--- src/rtl/psum_writeback_if.sv ---
//============================================================================
// Module      : psum_writeback_if
// Description : Job-control, OFIFO handshake and SRAM-bank signals of the
//               partial-sum writeback engine.
//   Controller side (master) drives: start, num_rows, rd_base, wr_base,
//                                    acc, valid
//   Engine side (slave) drives     : ofifo_rd, sfu_en, rd_cen, rd_a, wr_cen,
//                                    wr_wen, wr_a, busy, done
//                                    (+ stall_cnt when PSUM_WB_PERF_EN)
//   Optional feature macro         : PSUM_WB_PERF_EN
// Revision    : 1.0 - initial release
//============================================================================
`default_nettype none

interface psum_writeback_if #(
  parameter int addr_bw = 7
);
  logic               start;
  logic [addr_bw:0]   num_rows;
  logic [addr_bw-1:0] rd_base;
  logic [addr_bw-1:0] wr_base;
  logic               acc;
  logic               valid;
  logic               ofifo_rd;
  logic               sfu_en;
  logic               rd_cen;
  logic [addr_bw-1:0] rd_a;
  logic               wr_cen;
  logic               wr_wen;
  logic [addr_bw-1:0] wr_a;
  logic               busy;
  logic               done;
`ifdef PSUM_WB_PERF_EN
  logic [15:0]        stall_cnt;
`endif

  modport master (
    output start, num_rows, rd_base, wr_base, acc, valid,
    input  ofifo_rd, sfu_en, rd_cen, rd_a, wr_cen, wr_wen, wr_a, busy, done
`ifdef PSUM_WB_PERF_EN
    , input stall_cnt
`endif
  );

  modport slave (
    input  start, num_rows, rd_base, wr_base, acc, valid,
    output ofifo_rd, sfu_en, rd_cen, rd_a, wr_cen, wr_wen, wr_a, busy, done
`ifdef PSUM_WB_PERF_EN
    , output stall_cnt
`endif
  );
endinterface

`default_nettype wire

--- src/rtl/psum_writeback.sv ---
//============================================================================
// Module      : psum_writeback
// Description : Drains num_rows psum rows from the OFIFO into an output SRAM
//               bank, optionally accumulating with a stored psum read from a
//               source bank through the SFU. Each pop launches a write that
//               lands exactly wr_lat cycles later.
// Ports       : clk   - clock, rising edge
//               reset - synchronous, active-high
//               bus   - psum_writeback_if.slave (job control, OFIFO
//                       handshake, source/destination bank controls)
// Config      : define PSUM_WB_PERF_EN to add bus.stall_cnt, a saturating
//               count of DRAIN cycles spent waiting on an empty OFIFO.
// Revision    : 1.0 - initial release
//============================================================================
`default_nettype none

module psum_writeback #(
  parameter int col     = 8,
  parameter int psum_bw = 32,
  parameter int addr_bw = 7,
  parameter int wr_lat  = 3
) (
  input  wire logic       clk,
  input  wire logic       reset,
  psum_writeback_if.slave bus
);

  localparam logic [1:0] S_IDLE  = 2'd0;
  localparam logic [1:0] S_DRAIN = 2'd1;
  localparam logic [1:0] S_FLUSH = 2'd2;
  localparam logic [1:0] S_FIN   = 2'd3;

  localparam logic [addr_bw:0] c_one = {{addr_bw{1'b0}}, 1'b1};

  generate
    if (wr_lat < 1 || col < 1 || psum_bw < 1) begin : g_bad_cfg
      $error("psum_writeback: wr_lat, col and psum_bw must all be >= 1");
    end
  endgenerate

  logic [1:0]         r_state;
  logic [addr_bw:0]   r_issued;
  logic [addr_bw:0]   r_num_rows;
  logic [addr_bw-1:0] r_rd_base;
  logic [addr_bw-1:0] r_wr_base;
  logic               r_acc;
  logic [wr_lat-1:0]  r_pipe_v;
  logic [addr_bw-1:0] r_pipe_a [wr_lat];

  logic               w_pop;
  logic               w_rd_en;
  logic               w_wr_fire;
  logic [addr_bw-1:0] w_offset;
  logic [addr_bw-1:0] w_rd_addr;
  logic [addr_bw-1:0] w_wr_addr;

  // Outputs are gated with reset so the bank controls are idle during the
  // reset cycle itself, before the registered state has been cleared.
  assign w_pop     = !reset && (r_state == S_DRAIN) && bus.valid &&
                     (r_issued < r_num_rows);
  assign w_rd_en   = w_pop && r_acc;
  assign w_wr_fire = !reset && r_pipe_v[wr_lat-1];
  // Truncation to addr_bw bits gives the modulo-2^addr_bw address wrap.
  assign w_offset  = r_issued[addr_bw-1:0];
  assign w_rd_addr = r_rd_base + w_offset;
  assign w_wr_addr = r_wr_base + w_offset;

  assign bus.ofifo_rd = w_pop;
  assign bus.rd_cen   = !w_rd_en;
  assign bus.rd_a     = w_rd_en ? w_rd_addr : '0;
  assign bus.wr_cen   = !w_wr_fire;
  assign bus.wr_wen   = !w_wr_fire;
  assign bus.wr_a     = w_wr_fire ? r_pipe_a[wr_lat-1] : '0;
  assign bus.busy     = !reset && (r_state != S_IDLE);
  assign bus.done     = !reset && (r_state == S_FIN);
  assign bus.sfu_en   = !reset && r_acc &&
                        ((r_state == S_DRAIN) || (r_state == S_FLUSH));

  // Control FSM and job registers
  always_ff @(posedge clk) begin
    if (reset) begin
      r_state    <= S_IDLE;
      r_issued   <= '0;
      r_num_rows <= '0;
      r_rd_base  <= '0;
      r_wr_base  <= '0;
      r_acc      <= 1'b0;
    end else begin
      case (r_state)
        S_IDLE: begin
          if (bus.start) begin
            r_num_rows <= bus.num_rows;
            r_rd_base  <= bus.rd_base;
            r_wr_base  <= bus.wr_base;
            r_acc      <= bus.acc;
            r_issued   <= '0;
            r_state    <= (bus.num_rows == '0) ? S_FIN : S_DRAIN;
          end
        end
        S_DRAIN: begin
          if (w_pop) begin
            r_issued <= r_issued + c_one;
          end
          if (r_issued == r_num_rows) begin
            r_state <= S_FLUSH;
          end
        end
        S_FLUSH: begin
          if (r_pipe_v == '0) begin
            r_state <= S_FIN;
          end
        end
        default: begin
          // FIN: done pulses for this single cycle; a start here is dropped.
          r_acc   <= 1'b0;
          r_state <= S_IDLE;
        end
      endcase
    end
  end

  // Write-launch pipeline: stage 0 captures the pop, the last stage fires.
  always_ff @(posedge clk) begin
    if (reset) begin
      r_pipe_v <= '0;
      for (int i = 0; i < wr_lat; i++) begin
        r_pipe_a[i] <= '0;
      end
    end else begin
      r_pipe_v[0] <= w_pop;
      r_pipe_a[0] <= w_wr_addr;
      for (int i = 1; i < wr_lat; i++) begin
        r_pipe_v[i] <= r_pipe_v[i-1];
        r_pipe_a[i] <= r_pipe_a[i-1];
      end
    end
  end

`ifdef PSUM_WB_PERF_EN
  logic [15:0] r_stall_cnt;

  // Only cycles that still owe a pop count as stalls.
  always_ff @(posedge clk) begin
    if (reset) begin
      r_stall_cnt <= '0;
    end else if (r_state == S_IDLE && bus.start) begin
      r_stall_cnt <= '0;
    end else if (r_state == S_DRAIN && !bus.valid &&
                 (r_issued < r_num_rows) && r_stall_cnt != 16'hFFFF) begin
      r_stall_cnt <= r_stall_cnt + 16'd1;
    end
  end

  assign bus.stall_cnt = r_stall_cnt;
`endif

endmodule

`default_nettype wire

--- src/flat_wrapper.sv ---
// flat-port wrapper written by rule: the top's interface ports become plain ports
module psum_writeback_flat 
#(
  parameter int col     = 8,
  parameter int psum_bw = 32,
  parameter int addr_bw = 7,
  parameter int wr_lat  = 3
)
  (clk, reset, bus_start, bus_num_rows, bus_rd_base, bus_wr_base, bus_acc, bus_valid, bus_ofifo_rd, bus_sfu_en, bus_rd_cen, bus_rd_a, bus_wr_cen, bus_wr_wen, bus_wr_a, bus_busy, bus_done);
  psum_writeback_if #(.addr_bw(addr_bw)) bus_i ();
  input  wire logic clk;
  input  wire logic reset;
  input wire logic [$bits(bus_i.start)-1:0] bus_start;
  input wire logic [$bits(bus_i.num_rows)-1:0] bus_num_rows;
  input wire logic [$bits(bus_i.rd_base)-1:0] bus_rd_base;
  input wire logic [$bits(bus_i.wr_base)-1:0] bus_wr_base;
  input wire logic [$bits(bus_i.acc)-1:0] bus_acc;
  input wire logic [$bits(bus_i.valid)-1:0] bus_valid;
  output wire logic [$bits(bus_i.ofifo_rd)-1:0] bus_ofifo_rd;
  output wire logic [$bits(bus_i.sfu_en)-1:0] bus_sfu_en;
  output wire logic [$bits(bus_i.rd_cen)-1:0] bus_rd_cen;
  output wire logic [$bits(bus_i.rd_a)-1:0] bus_rd_a;
  output wire logic [$bits(bus_i.wr_cen)-1:0] bus_wr_cen;
  output wire logic [$bits(bus_i.wr_wen)-1:0] bus_wr_wen;
  output wire logic [$bits(bus_i.wr_a)-1:0] bus_wr_a;
  output wire logic [$bits(bus_i.busy)-1:0] bus_busy;
  output wire logic [$bits(bus_i.done)-1:0] bus_done;
  assign bus_i.start = bus_start;
  assign bus_i.num_rows = bus_num_rows;
  assign bus_i.rd_base = bus_rd_base;
  assign bus_i.wr_base = bus_wr_base;
  assign bus_i.acc = bus_acc;
  assign bus_i.valid = bus_valid;
  assign bus_ofifo_rd = bus_i.ofifo_rd;
  assign bus_sfu_en = bus_i.sfu_en;
  assign bus_rd_cen = bus_i.rd_cen;
  assign bus_rd_a = bus_i.rd_a;
  assign bus_wr_cen = bus_i.wr_cen;
  assign bus_wr_wen = bus_i.wr_wen;
  assign bus_wr_a = bus_i.wr_a;
  assign bus_busy = bus_i.busy;
  assign bus_done = bus_i.done;
  psum_writeback #(.col(col), .psum_bw(psum_bw), .addr_bw(addr_bw), .wr_lat(wr_lat)) u_core (.clk(clk), .reset(reset), .bus(bus_i));
endmodule
--- config.mk ---
export PLATFORM = sky130hd
export DESIGN_NAME = psum_writeback_flat
export DESIGN_NICKNAME = d
export VERILOG_FILES = /design/src/rtl/psum_writeback_if.sv /design/src/rtl/psum_writeback.sv /design/src/flat_wrapper.sv
export SDC_FILE = /design/constraint.sdc
export NUM_CORES = 1
export LEC_CHECK = 0
export ABC_AREA = 1
export BUFFER_PORTS_ARGS = -buffer_cell sky130_fd_sc_hd__buf_2
export CAP_MARGIN = 20
export CORE_ASPECT_RATIO = 1.2
export CORE_UTILIZATION = 60
export CTS_CLUSTER_SIZE = 10
export DETAILED_ROUTE_END_ITERATION = 12
export PLACE_DENSITY = 0.91
export SYNTH_ARGS = -nofsm -noshare
export SYNTH_HDL_FRONTEND = slang
export SYNTH_SLANG_ARGS = --single-unit
--- constraint.sdc ---
create_clock -name clk -period 3.6 [get_ports clk]
set_clock_uncertainty 0.1 [all_clocks]
set_input_delay 0.54 -clock clk [delete_from_list [all_inputs] [get_ports clk]]
set_output_delay 0.54 -clock clk [all_outputs]
set_load 0.01 [all_outputs]
==> results of run 1 <==
[cell families (layout without fill, tap and decap cells)]
kind of cell / after synthesis / count (layout) / synth area share
AOI/OAI and AO/OA: 69 / 69 / 0.1275
and+or+nand+nor: 162 / 162 / 0.2360
buffers and inverters: 76 / 127 / 0.1080
DFF: 57 / 57 / 0.3878
adders and majority gates: 27 / 27 / 0.1199
xor gates and xnor gates: 7 / 7 / 0.02083
[metal layers]
metal / wire [µm] / vias up / track usage
met5: 0 / - / 0
met4: 180 / 0 / 0.1426
met3: 403 / 20 / 0.07615
met2: 3279 / 103 / 0.4888
met1: 2549 / 1191 / 0.2996
li1: - / 1352 / -
[power groups by stage]
stage               clock network, mW  logic (mW)  registers (mW)
floorplan                           0       0.748           0.857
global placement                    0       0.816           0.889
detailed placement                  0       0.856           0.896
CTS                             0.651       0.877           0.885
global route                    0.679        1.02           0.903
finish                          0.646       0.885           0.889
[synth_stat cells (all sizes together)]
master | number | share of area
nor2 | 84 | 0.11
inv | 62 | 0.079
dfxtp | 57 | 0.39
nand2 | 51 | 0.069
a21oi | 34 | 0.063
o21ai | 28 | 0.048
ha | 25 | 0.11
nand3 | 17 | 0.037
buf | 7 | 0.020
clkbuf | 7 | 0.0089
nand4 | 6 | 0.013
xor2 | 5 | 0.015
nor3 | 3 | 0.0051
o21bai | 3 | 0.0077
a31oi | 2 | 0.0043
fa | 2 | 0.014
xnor2 | 2 | 0.0060
nor3b | 1 | 0.0026
o211ai | 1 | 0.0026
o21a | 1 | 0.0026
[cell type report]
cell class                 count  share of cell area
timing repair buffer          49             0.07377
tap                           58             0.02139
multi-input combinational    265              0.4375
clock inverter                 5             0.02361
inverter                      62             0.06861
sequential                    57              0.3364
clock buffer                  11             0.03873
[state kept, by name, summed over array words and instances (netlist names)]
signal             cells
u_core.r_pipe_a       21
u_core.r_wr_base       7
u_core.r_pipe_v        3
u_core.r_num_rows      8
u_core.r_acc           1
u_core.r_state         2
u_core.r_issued        8
u_core.r_rd_base       7
[critical path: stages, from the launching register on]
cell	delay, ns
dfxtp_1	0.53
ha_1	0.26
inv_1	0.07
fa_1	0.41
inv_1	0.09
nand4_1	0.11
nand3_1	0.14
xnor2_1	0.14
nor2_1	0.06
buf_2	0.13
[per-stage QoR]
stage	hold slack, ns	total power, mW	utilization
floorplan	0.2883	1.605	-
global placement	0.2891	1.705	0.6822
CTS	0.3033	2.412	0.7276
finish	0.3010	2.421	0.7276
global route	0.3148	2.605	0.7276
detailed placement	0.2939	1.752	0.6822
[how the worst max path moves through the flow]
stage                  startpoint           to  slack (ns)  cells past startpoint
3_5_place_dp                reset  bus_rd_a[5]        1.14                      9
5_1_grt        u_core.r_issued[0]  bus_rd_a[6]        0.58                      9
6_report       u_core.r_issued[0]  bus_rd_a[6]        0.69                      9
3_3_place_gp                reset  bus_rd_a[5]        1.17                      9
2_1_floorplan  u_core.r_issued[5]  bus_rd_a[3]        1.42                      8
4_1_cts        u_core.r_issued[0]  bus_rd_a[6]        0.74                      9
==> results.yml, run 1 <==
sta:
  finalCriticalPeriod_ns: 2.913
  worst_pin_slew_ns: 0.5341
  post-route-period-util: 0.8092
  finalMaxSlewViolations: 0
  setup_viol: 0
  setup_tns_ns: 0
  maxClockFrequency_ghz: 0.3433
  rsz0062_at_grt: "false"
  timing.final.ws_setup_ns: 0.6869
  timing_hold_violations_final: 0
  relSlewSlack: 0.6435
routing:
  routedWlPerCell_um: 12.65
  drtAntennaViolNets: 0
  drcViolationCount: 0
  dr.first_iter.drc_count: 130
  via_count: 2666
  routed_wl_um: 6412
  drtPass1Iterations: 4
  via_per_inst: 5.258
placed_design:
  dp_worst_setup_slack_ns: 1.141
  io_buffer_count: 47
  dp.cells: 491
  place.gp.congestion: 0.8973
  place_area_um2: 3181
  dp_hpwl_um: 4376
power_and_ir_drop:
  pwr-share-comb: 0.366
  sw_frac_of_total: 0.3896
  power.switching_uw: 943.0
  irDropWorstVdd_mv: 0.4866
  seqPwrFrac: 0.367
  p_leak_nw: 1.597
  power_density_nw_per_um2: 713.6
  p_int_mw: 1.478
  p_clk_frac: 0.267
floorplan:
  rows: 27
  die_x_um: 65.93
  die-area_um2: 5190
  dieHeight_um: 78.72
  core-area_um2: 4662
  boundaryPins: 48
  start_util: 0.6312
clocking:
  clk_latency_ns: 0.33
  cts_buffers: 9
  clock_path_buffers: 2
  htreeDepth: 3
  cts_tree: "done"
  cts.clk_slew.worst_paths_ns: 0.07
  cts_resized: 0
  postCtsSetupRepairBufs: 0
  cts_sinks: 57
  clockRootBuffer: "clkbuf_8"
  hold_buffers: 0
synth:
  syn-num-nets: 452
  synth_seq_cells: 57
  postSynthAreaPerCell_um2: 7.394
  seq_area_frac_synth: 0.3878
  syn_area_um2: 2943
  synthCells: 398
  yosys_warnings: 0
  ys_types: 29
grt:
  grt_pass1_vias: 2527
  overflow: 0
  antenna_found_initial: 0
  grt_max_degree: 33
  globalRouteTotalUtil: 0.2785
  grt_pass1_wl_um: 10830
worst_setup_path:
  critPathRequiredTime_ns: 2.96
  arrival_ns: 2.27
  ff2ff_path_depth: 9
  r2r_start: "u_core.r_issued[5]"
  critical_path_class: "register to primary output"
  crit_path_end_kind: "primary output"
  start_kind: "register"
  r2r-end: "u_core.r_issued[3]"
  cp_max_fo: 7
  ff2ff_setup_slack_ns: 1.55
run:
  cap_viol_max_count: 0
cells_and_area:
  antenna_cells: 0
  multi_input_area_um2: 1484
  layout_commonest_cell: "nor2_1"
  finalInstanceArea_um2: 3392
  areaGrowthSynthToFinish_pct: 15.26
  fin_nets: 498
  fin_cells: 507
  drive_gt1_frac: 0.1715
  fill_cells: 355
  layout_common_cells: "nor2_1 (82), inv_1 (62), dfxtp_1 (57)"
  seq_area_um2: 1141
run_status:
  status: "finished, final reports clean"
min_path:
  hp-class: "register to register"
  min_to: "u_core.r_pipe_a[0][12]"
  hold_depth: 2
  min-delay-start: "u_core.r_pipe_a[0][5]"
Note: power is estimated with default switching activity, not from simulation.
==> inputs of run 2 (changes only) <==
ABC_AREA = 0   (was 1)
CORE_UTILIZATION = 50   (was 60)
PLACE_DENSITY = 0.82   (was 0.91)
clock period = 2.5 ns   (was 3.6 ns; I/O delays follow)
==> results.yml, run 2 <==
run_status:
  status: "finished with violations"
  failed_checks: "setup timing"
clocking:
  clock_path_buffers: 2
  cts_sinks: 57
  hold_buffers: 0
  clk_latency_ns: 0.34
  clockRootBuffer: "clkbuf_8"
  cts.clk_slew.worst_paths_ns: 0.07
  htreeDepth: 3
  cts_tree: "done"
  cts_buffers: 9
cells_and_area:
  layout_common_cells: "nand2_1 (53), dfxtp_1 (52), buf_2 (47)"
  finalInstanceArea_um2: 3553
  areaGrowthSynthToFinish_pct: 26.73
  fill_cells: 400
  antenna_cells: 0
  drive_gt1_frac: 0.2972
  largestRegisters: "u_core.r_pipe_a (21), u_core.r_issued (8), u_core.r_num_rows (8)"
  largest_reg_flops: 21
  layout_commonest_cell: "nand2_1"
  regMostFlops: "u_core.r_pipe_a"
  fin_nets: 446
power_and_ir_drop:
  p_leak_nw: 1.607
  power_density_nw_per_um2: 788.1
  irDropWorstVdd_mv: 0.4753
  totalPowerFinal_mw: 2.800
grt:
  grt_pass1_wl_um: 10960
  grt_pass1_vias: 2446
  globalRouteTotalUtil: 0.2393
  grt_max_degree: 58
  overflow: 0
  antenna_found_initial: 0
synth:
  seq_area_frac_synth: 0.4070
  synth.most_common_cell: "dfxtp_1"
  yosys-top-cells-count: "dfxtp_1 (57), nand2_1 (55), a21oi_1 (36)"
  synth_edf_count: 0
  synth_flop_cell: "dfxtp_1"
  synthCells: 328
  syn-num-nets: 382
  yosys_warnings: 0
  async_reset_ff_frac: 0
  yosysTopAreaCell: "dfxtp_1"
  synth_seq_cells: 57
  netlist_top_cells_area: "dfxtp_1 (41%), ha_1 (11%), nand2_1 (7.4%)"
  postSynthAreaPerCell_um2: 8.549
  ys_types: 49
  syn_area_um2: 2804
  synth_top_area_frac: 0.4070
run:
  cap_viol_max_count: 0
worst_setup_path:
  cp_max_fo: 2
  crit_buf_inv: 2
  r2r_start: "u_core.r_issued[1]"
  ff2ff_path_depth: 8
  critPathRequiredTime_ns: 2.03
  start_kind: "register"
  ff2ff_setup_slack_ns: 0.26
  crit_start: "u_core.r_rd_base[0]"
  cpLargestDelayFamily: "compound AO/OA/AOI/OAI gates"
  r2r-end: "u_core.r_issued[6]"
  critPathMaxStageDelay_ns: 0.34
  critical_path_class: "register to primary output"
  cpMaxStageDelayCell: "dfxtp_2"
  path_cells: "ha_4, inv_2, fa_2, nor2b_4, o21ai_2, a21boi_2, o21a_1, or3_1, a21oi_1, buf_2"
  crit_cells: 10
  arrival_ns: 2.19
  crit_end: "bus_rd_a[6]"
  crit_path_end_kind: "primary output"
floorplan:
  core-area_um2: 5334
  rows: 29
  die-area_um2: 5913
  dieHeight_um: 84.04
  die_x_um: 70.36
  boundaryPins: 48
  start_util: 0.5257
sta:
  finalMaxSlewViolations: 0
  post-route-period-util: 1.065
  setup_tns_ns: -0.4837
  timing.final.ws_setup_ns: -0.1619
  worst_pin_slew_ns: 0.5429
  relSlewSlack: 0.6380
  maxClockFrequency_ghz: 0.3757
  timing_hold_violations_final: 0
  setup_viol: 6
  finalCriticalPeriod_ns: 2.662
  rsz0062_at_grt: "true"
placed_design:
  io_buffer_count: 47
  place_area_um2: 3183
  place.gp.congestion: 0.9877
  dp_hpwl_um: 4368
routing:
  wl_met1_um: 2680
  drtPass1Iterations: 4
  dr.first_iter.drc_count: 109
  met3_length_um: 282
  via_count: 2454
  routed_wl_um: 6654
  routedWlPerCell_um: 14.50
  drcViolationCount: 0
  dr_wl_met2_um: 3569
  drtAntennaViolNets: 0
  routed.top_layer: "met4"
  via_per_inst: 5.346
min_path:
  hold_depth: 3
  hp-class: "primary input to register"
==> run 2: cell types whose count changed after synthesis, moves of 6 or more <==
cell,before,now
nor2_1,82,17
inv_1,62,21
nor2b_1,0,24
o21ai_0,27,3
and2_1,0,8
nand2_1,48,55
a21oi_1,30,36
nand3_1,12,6
==> run 2: where the power goes <==
part,switching (mW),internal (mW)
registers,0.0715,1.01
logic,0.447,0.302
clock network,0.396,0.569
total,0.915,1.89
==> run 2: kinds of logic (layout without fill, tap and decap cells) <==
logic type | after synthesis | count (layout) | share of synthesized area
and+or+nand+nor | 136 | 136 | 0.2401
AOI/OAI and AO/OA | 63 | 63 | 0.1455
DFF | 57 | 57 | 0.4070
buffers and inverters | 35 | 104 | 0.04864
adders and majority gates | 27 | 27 | 0.1258
xor gates and xnor gates | 8 | 8 | 0.02499
muxes | 2 | 2 | 0.008032
==> run 2: per-stage QoR <==
step	utilization	setup WS [ns]	cells	hold WS [ns]
final	0.6662	-0.1619	459	0.1659
after global routing	0.6662	-0.2162	459	0.1697
after floorplan	-	-0.05298	328	0.3138
after CTS	0.6540	-0.1588	458	0.1540
after detailed placement	0.5968	-0.004531	440	0.3245
after global placement	0.5968	0.08677	440	0.3158
==> run 2: worst min path at each step <==
stage | startpoint | to | slack (ns)
final | bus_rd_base[0] | u_core.r_rd_base[0] | 0.17
after global routing | bus_rd_base[0] | u_core.r_rd_base[0] | 0.17
after CTS | bus_rd_base[0] | u_core.r_rd_base[0] | 0.15
after detailed placement | u_core.r_pipe_a[0][7] | u_core.r_pipe_a[0][14] | 0.32
after global placement | u_core.r_pipe_a[0][2] | u_core.r_pipe_a[0][9] | 0.32
after floorplan | u_core.r_pipe_a[0][3] | u_core.r_pipe_a[0][10] | 0.31
==> run 2: tightest hold or removal path, stage by stage <==
cell	delay, ns
buf_2	0.10
nand2_1	0.04
a21oi_1	0.05
==> run 2: area by class of cell <==
type | instances | area [µm²] | area share
tap | 62 | 77.57 | 0.02183
sequential | 57 | 1150 | 0.3236
timing repair buffer | 66 | 381.6 | 0.1074
clock buffer | 9 | 123.9 | 0.03486
clock inverter | 7 | 101.3 | 0.02852
multi-input combinational | 236 | 1637 | 0.4606
inverter | 22 | 82.58 | 0.02324
==> run 2: routing by layer <==
metal / global-route usage / up-vias
li1: - / 1225
met1: 0.2637 / 1149
met2: 0.4199 / 70
met3: 0.06039 / 10
met4: 0.1182 / 0
met5: 0 / -
==> run 2: what timing repair did <==
action | 4_1_cts | 5_1_grt
buffers inserted | 2 | 1
endpoints found under the setup margin | 8 | 9
pin swaps | 8 | 8
gates resized for setup | 22 | 12
